### src/rtl/l2_tlb_pkg.sv
// Purpose: shared constants, entry layout and FSM states for the L2 TLB access controller.
// Latency: n/a (types and pure helper functions only).
// Backpressure: n/a.
package l2_tlb_pkg;

    localparam int ENTRIES = 512;
    localparam int IDX_W   = 9;
    localparam int VPN_W   = 27;
    localparam int PPN_W   = 26;
    localparam int TAG_W   = VPN_W - IDX_W;
    localparam int ENTRY_W = 1 + TAG_W + PPN_W;

    // One RAM row, MSB first: valid, tag, ppn.
    typedef struct packed {
        logic             valid;
        logic [TAG_W-1:0] tag;
        logic [PPN_W-1:0] ppn;
    } l2_tlb_entry_t;

    typedef enum logic [1:0] {
        INIT  = 2'd0,
        IDLE  = 2'd1,
        FLUSH = 2'd2
    } state_e;

    // Direct-mapped: low VPN bits select the row, the rest is stored as tag.
    function automatic logic [IDX_W-1:0] vpn_idx(input logic [VPN_W-1:0] vpn);
        return vpn[IDX_W-1:0];
    endfunction

    function automatic logic [TAG_W-1:0] vpn_tag(input logic [VPN_W-1:0] vpn);
        return vpn[VPN_W-1:IDX_W];
    endfunction

endpackage

### src/rtl/l2_tlb_ctrl.sv
// Purpose: access controller in front of the 512x45 single-port L2 TLB RAM: lookups, PTW refills, invalidate sweeps.
// Latency: lookup response exactly 2 cycles after acceptance; refill written on its acceptance edge; sweep 512 cycles.
// Backpressure: both readies low during INIT/FLUSH; priority flush > refill > lookup; responses cannot be stalled.
module l2_tlb_ctrl
    import l2_tlb_pkg::*;
(
    input  logic               clock,
    input  logic               reset_n,
    input  logic               req_valid,
    output logic               req_ready,
    input  logic [VPN_W-1:0]   req_vpn,
    output logic               resp_valid,
    output logic               resp_hit,
    output logic [PPN_W-1:0]   resp_ppn,
    input  logic               refill_valid,
    output logic               refill_ready,
    input  logic [VPN_W-1:0]   refill_vpn,
    input  logic [PPN_W-1:0]   refill_ppn,
    input  logic               flush_req,
    output logic               busy,
    output logic [IDX_W-1:0]   ram_addr,
    output logic               ram_en,
    output logic               ram_wmode,
    output logic [ENTRY_W-1:0] ram_wdata,
    input  logic [ENTRY_W-1:0] ram_rdata
);

    localparam logic [IDX_W-1:0] LAST_IDX = IDX_W'(ENTRIES - 1);

    state_e           r_state;
    logic [IDX_W-1:0] r_cnt;

    logic             r_s1_vld;
    logic [TAG_W-1:0] r_s1_tag;

    logic             r_resp_valid;
    logic             r_resp_hit;
    logic [PPN_W-1:0] r_resp_ppn;

    logic             w_idle;
    logic             w_refill_fire;
    logic             w_req_fire;
    logic             w_s1_hit;
    l2_tlb_entry_t    w_rd_entry;
    l2_tlb_entry_t    w_refill_entry;

    // Flush blocks everything in its cycle; a refill steals the port from a lookup.
    assign w_idle        = (r_state == IDLE);
    assign refill_ready  = w_idle & ~flush_req;
    assign req_ready     = w_idle & ~flush_req & ~refill_valid;
    assign w_refill_fire = refill_valid & refill_ready;
    assign w_req_fire    = req_valid & req_ready;
    assign busy          = ~w_idle;

    assign w_refill_entry = '{valid: 1'b1, tag: vpn_tag(refill_vpn), ppn: refill_ppn};
    assign w_rd_entry     = l2_tlb_entry_t'(ram_rdata);

    // ram_rdata belongs to the read issued last cycle, so compare against the tag captured with it.
    assign w_s1_hit = r_s1_vld & w_rd_entry.valid & (w_rd_entry.tag == r_s1_tag);

    assign resp_valid = r_resp_valid;
    assign resp_hit   = r_resp_hit;
    assign resp_ppn   = r_resp_ppn;

    // RAM port mux: sweep writes zeros (also while in reset: an idempotent write of row 0), else refill, else lookup read.
    always_comb begin
        ram_en    = 1'b0;
        ram_wmode = 1'b0;
        ram_addr  = '0;
        ram_wdata = '0;
        if (!w_idle) begin
            ram_en    = 1'b1;
            ram_wmode = 1'b1;
            ram_addr  = r_cnt;
        end else if (w_refill_fire) begin
            ram_en    = 1'b1;
            ram_wmode = 1'b1;
            ram_addr  = vpn_idx(refill_vpn);
            ram_wdata = w_refill_entry;
        end else if (w_req_fire) begin
            ram_en    = 1'b1;
            ram_addr  = vpn_idx(req_vpn);
        end
    end

    // Control FSM: INIT/FLUSH walk every row once, wrapping the counter back to 0 on the way to IDLE.
    always_ff @(posedge clock or negedge reset_n) begin
        if (!reset_n) begin
            r_state <= INIT;
            r_cnt   <= '0;
        end else begin
            case (r_state)
                INIT, FLUSH: begin
                    r_cnt <= r_cnt + IDX_W'(1);
                    if (r_cnt == LAST_IDX) begin
                        r_state <= IDLE;
                    end
                end
                IDLE: begin
                    if (flush_req) begin
                        r_state <= FLUSH;
                    end
                end
                default: begin
                    r_state <= INIT;
                    r_cnt   <= '0;
                end
            endcase
        end
    end

    // S0 -> S1: remember that a read was issued and which tag it must match.
    always_ff @(posedge clock or negedge reset_n) begin
        if (!reset_n) begin
            r_s1_vld <= 1'b0;
            r_s1_tag <= '0;
        end else begin
            r_s1_vld <= w_req_fire;
            if (w_req_fire) begin
                r_s1_tag <= vpn_tag(req_vpn);
            end
        end
    end

    // S1 -> response: register the compare; PPN is forced to zero on a miss.
    always_ff @(posedge clock or negedge reset_n) begin
        if (!reset_n) begin
            r_resp_valid <= 1'b0;
            r_resp_hit   <= 1'b0;
            r_resp_ppn   <= '0;
        end else begin
            r_resp_valid <= r_s1_vld;
            r_resp_hit   <= w_s1_hit;
            r_resp_ppn   <= w_s1_hit ? w_rd_entry.ppn : '0;
        end
    end

endmodule

### config.mk
export PLATFORM = sky130hd
export DESIGN_NAME = l2_tlb_ctrl
export DESIGN_NICKNAME = d
export VERILOG_FILES = /design/src/rtl/l2_tlb_pkg.sv /design/src/rtl/l2_tlb_ctrl.sv
export SDC_FILE = /design/constraint.sdc
export NUM_CORES = 1
export LEC_CHECK = 0
export BUFFER_PORTS_ARGS = -buffer_cell sky130_fd_sc_hd__buf_4
export CORE_UTILIZATION = 43
export DETAILED_ROUTE_END_ITERATION = 10
export GPL_TIMING_DRIVEN = 0
export PLACE_DENSITY_LB_ADDON = 0.12
export SLEW_MARGIN = 20
export SYNTH_ARGS = -nofsm -noshare
export SYNTH_HDL_FRONTEND = slang
export SYNTH_SLANG_ARGS = --single-unit
### constraint.sdc
create_clock -name clock -period 3.5 [get_ports clock]
set_input_delay 1.05 -clock clock [delete_from_list [all_inputs] [get_ports clock]]
set_output_delay 1.05 -clock clock [all_outputs]
set_load 0.02 [all_outputs]
==> results by group <==
Placement
  – PortBufs: 216
  – Placer Congestion: 0.817
  – Place WS: -0.0631 ns
  – HPWL after detailed placement: 7210 um

Synth
  – Most frequent cell after synthesis: and3_1
  – Syn Area/Cell: 10.5 um2
  – Number of synthesized flops with an enable pin: 0
  – Post-Syn Nets: 405
  – Top_reg_cell synth: dfrtp_1
  – Share of Yosys cell area claimed by the top area cell type: 0.506
  – Cells after Synth: 273
  – Mapped cell area: 2870 um2
  – Ys async rst share: 1.00
  – Seq/Total Area, Yosys: 0.506
  – Top cells by area, synth: dfrtp_1, and3_1, mux2_2
  – Synth cell count leaders: and3_1, dfrtp_1, nor2_1, mux2_2, clkbuf_1
  – Area leader, netlist: dfrtp_1
  – Yosys reg bits: 58
  – Ys Warns: 0
  – Yosys cell types: 29

GRT
  – Number of global-route vias before repair: 2996
  – Total gr overflow: 0
  – M1 GR Usage: 0.276
  – All-Layer GR Usage: 0.259
  – GR Layer Usage met2: 0.493
  – Initial antenna violation count: 0
  – Layer with the highest usage: met2
  – Grt met3 use: 0.0653
  – Largest net degree at the start of global routing: 59
  – First-pass GRT wire length: 14100 um

Route
  – Routed Antenna Nets: 0
  – Routed wire length: 9110 um
  – Via count: 2893
  – Routed len/inst: 15.7 um
  – 1st-iter DRT viols: 54
  – DRT Pass-1 Iters: 4
  – DR vias/cell: 4.98
  – Drc violations: 0

STA
  – Setup WS post-layout: 0.140 ns
  – Slew margin rel.: 0.510
  – Clk_skew: 0.00914 ns
  – Fin. Hold Viols: 0
  – Worst Tran Pin Value: 0.729 ns
  – Maximum operating frequency: 298 MHz
  – Final setup viols: 0
  – Fin crit share: 0.960
  – RSZ-0062 raised after global routing: no
  – Count of final max-slew check failures: 0
  – Final hold slack: 0.389 ns
  – Min cycle time layout: 3.36 ns

Layout
  – Area growth, synth to finish: 68.2%
  – Number of fill cells: 450
  – Fraction of layout cells with a size suffix above 1: 0.530
  – ANT cells: 0
  – Final net count: 631

Clocking
  – # Post-CTS Setup Buffers: 0
  – Clk root buf: clkbuf_8
  – Post-CTS sizing: 1
  – Clk_lat worst skew: 0.33 ns
  – CTS sink count: 58
  – Post-CTS Hold Buffers: 0
  – Worst-path clk slew: 0.06 ns
  – Htree depth: 3
  – CTS buffer count: 9
  – Clk buf depth: 2
  – CTS tree: built

Worst setup path
  – Crit-path max FO: 10
  – Worst r2r src: r_s1_tag[12]$_DFFE_PN0N_
  – WP data arrival: 2.31 ns
  – Crit path kind: in2out
  – R2r setup slk: 1.54 ns
  – Crit. End Element: primary output
  – R2R Path End: resp_ppn[20]$_DFF_PN0_
  – Startpoint types: primary input
  – Critical path required time: 2.45 ns
  – R2R depth: 5

Die
  – Die Span X: 83.7 um
  – Num ports: 217
  – Die height: 83.7 um
  – FP Rows: 29
  – Die area: 7000 um2
  – Starting density of the core: 0.449
  – Core area: 6390 um2

Job
  – Max cap viols: 0

Hold path
  – Hold crit path type: reg2reg
  – WHS Endpoint: resp_valid$_DFF_PN0_
  – Hold Startpoint: r_s1_vld$_DFF_PN0_
  – Worst hold stages: 0

Power
  – P_leak: 0.00278 uW
  – Worst vdd ir: 0.000450 V
  – Final Power: 1930 uW
  – Power density cells: 399 nW/um2

Status
  – Status: finished, final reports clean
[stage by stage]
stage | utilization | TNS, ns | instance area, um2 | std cells
floorplan | - | 0 | 2870 | 273
global placement | 0.718 | -0.100 | 4590 | 566
detailed placement | 0.718 | -0.360 | 4590 | 566
CTS | 0.756 | 0 | 4830 | 582
global route | 0.756 | 0 | 4830 | 581
finish | 0.756 | 0 | 4830 | 581
[worst max path at each step]
| stage | start | end | slack [ns] | depth (start not counted) |
|---|---|---|---|---|
| floorplan | refill_valid | ram_addr[2] | 0.28 | 5 |
| global placement | refill_valid | ram_addr[5] | -0.04 | 7 |
| detailed placement | flush_req | ram_addr[5] | -0.06 | 7 |
| CTS | flush_req | ram_addr[2] | 0.02 | 7 |
| global route | flush_req | ram_wdata[30] | 0.04 | 6 |
| finish | refill_valid | ram_addr[8] | 0.14 | 6 |
[layout by cell type (no fill, tap or decap)]
cell and n:
clkbuf_1 15, clkinvlp_4 1, nor4_4 1, buf_4 217, o22ai_1 1, mux2_2 18
xnor2_1 15, or2_2 1, nor3_1 2, xor2_1 9, clkbuf_2 1, and3_2 7
ha_1 2, and2_1 1, a221oi_1 8, buf_2 1, nand3_1 4, or4_4 1
o21ai_0 9, buf_1 1, bufinv_16 2, nor2_1 22, nor4b_2 1, clkinv_2 1
buf_6 2, inv_1 5, a222oi_1 1, dfrtp_1 58, nand2b_1 1, and3_1 64
clkbuf_4 1, nand2_1 12, nand4_1 4, nor2b_1 2, clkbuf_8 12, a22o_1 1
[critical path, stage by stage]
cell and delay, ns:
buf_4 0.13, nor4b_2 0.31, clkbuf_4 0.29, a221oi_1 0.12
nor2_1 0.22, buf_4 0.18
[report_power, final]
part / leakage (uW) / internal (uW) / total (uW) / switching (uW)
sequential: 0.000785 / 725 / 783 / 58.4
combinational: 0.00187 / 225 / 424 / 199
clock: 0.000119 / 458 / 718 / 260
total: 0.00278 / 1410 / 1930 / 518
[area by class of cell]
| type | instances | area [um2] | area share |
|---|---|---|---|
| Buffer | 22 | 108 | 0.0223 |
| Multi-Input combinational cell | 187 | 1290 | 0.268 |
| Timing Repair Buffer | 216 | 1620 | 0.336 |
| Sequential cell | 58 | 1450 | 0.301 |
| Clock buffer | 12 | 165 | 0.0342 |
| Inverter | 5 | 18.8 | 0.00389 |
| Clock inverter | 4 | 72.6 | 0.0150 |
| Tap cell | 77 | 96.3 | 0.0200 |
[cells by family after synthesis]
logic type | Yosys count | synth area share
adders and majority gates | 2 | 0.00872
xor gates and xnor gates | 24 | 0.0733
AOI/OAI and AO/OA | 20 | 0.0488
buffers and inverters | 28 | 0.0436
and+or+nand+nor | 123 | 0.249
muxes | 18 | 0.0706
DFF | 58 | 0.506
[registers in the layout, summed over array words and instances, names as in the netlist]
| name | cells |
|---|---|
| resp_valid | 1 |
| r_s1_tag | 18 |
| r_cnt | 9 |
| r_s1_vld | 1 |
| resp_ppn | 26 |
| resp_hit | 1 |
| r_state | 2 |
[per-layer routing]
metal  wire length [um]  up-vias
met5                  0        -
met4                146        0
met3                578       12
met2               4940      129
met1               3440     1346
li1                   -     1406
Power figures use the tool's default switching activity.
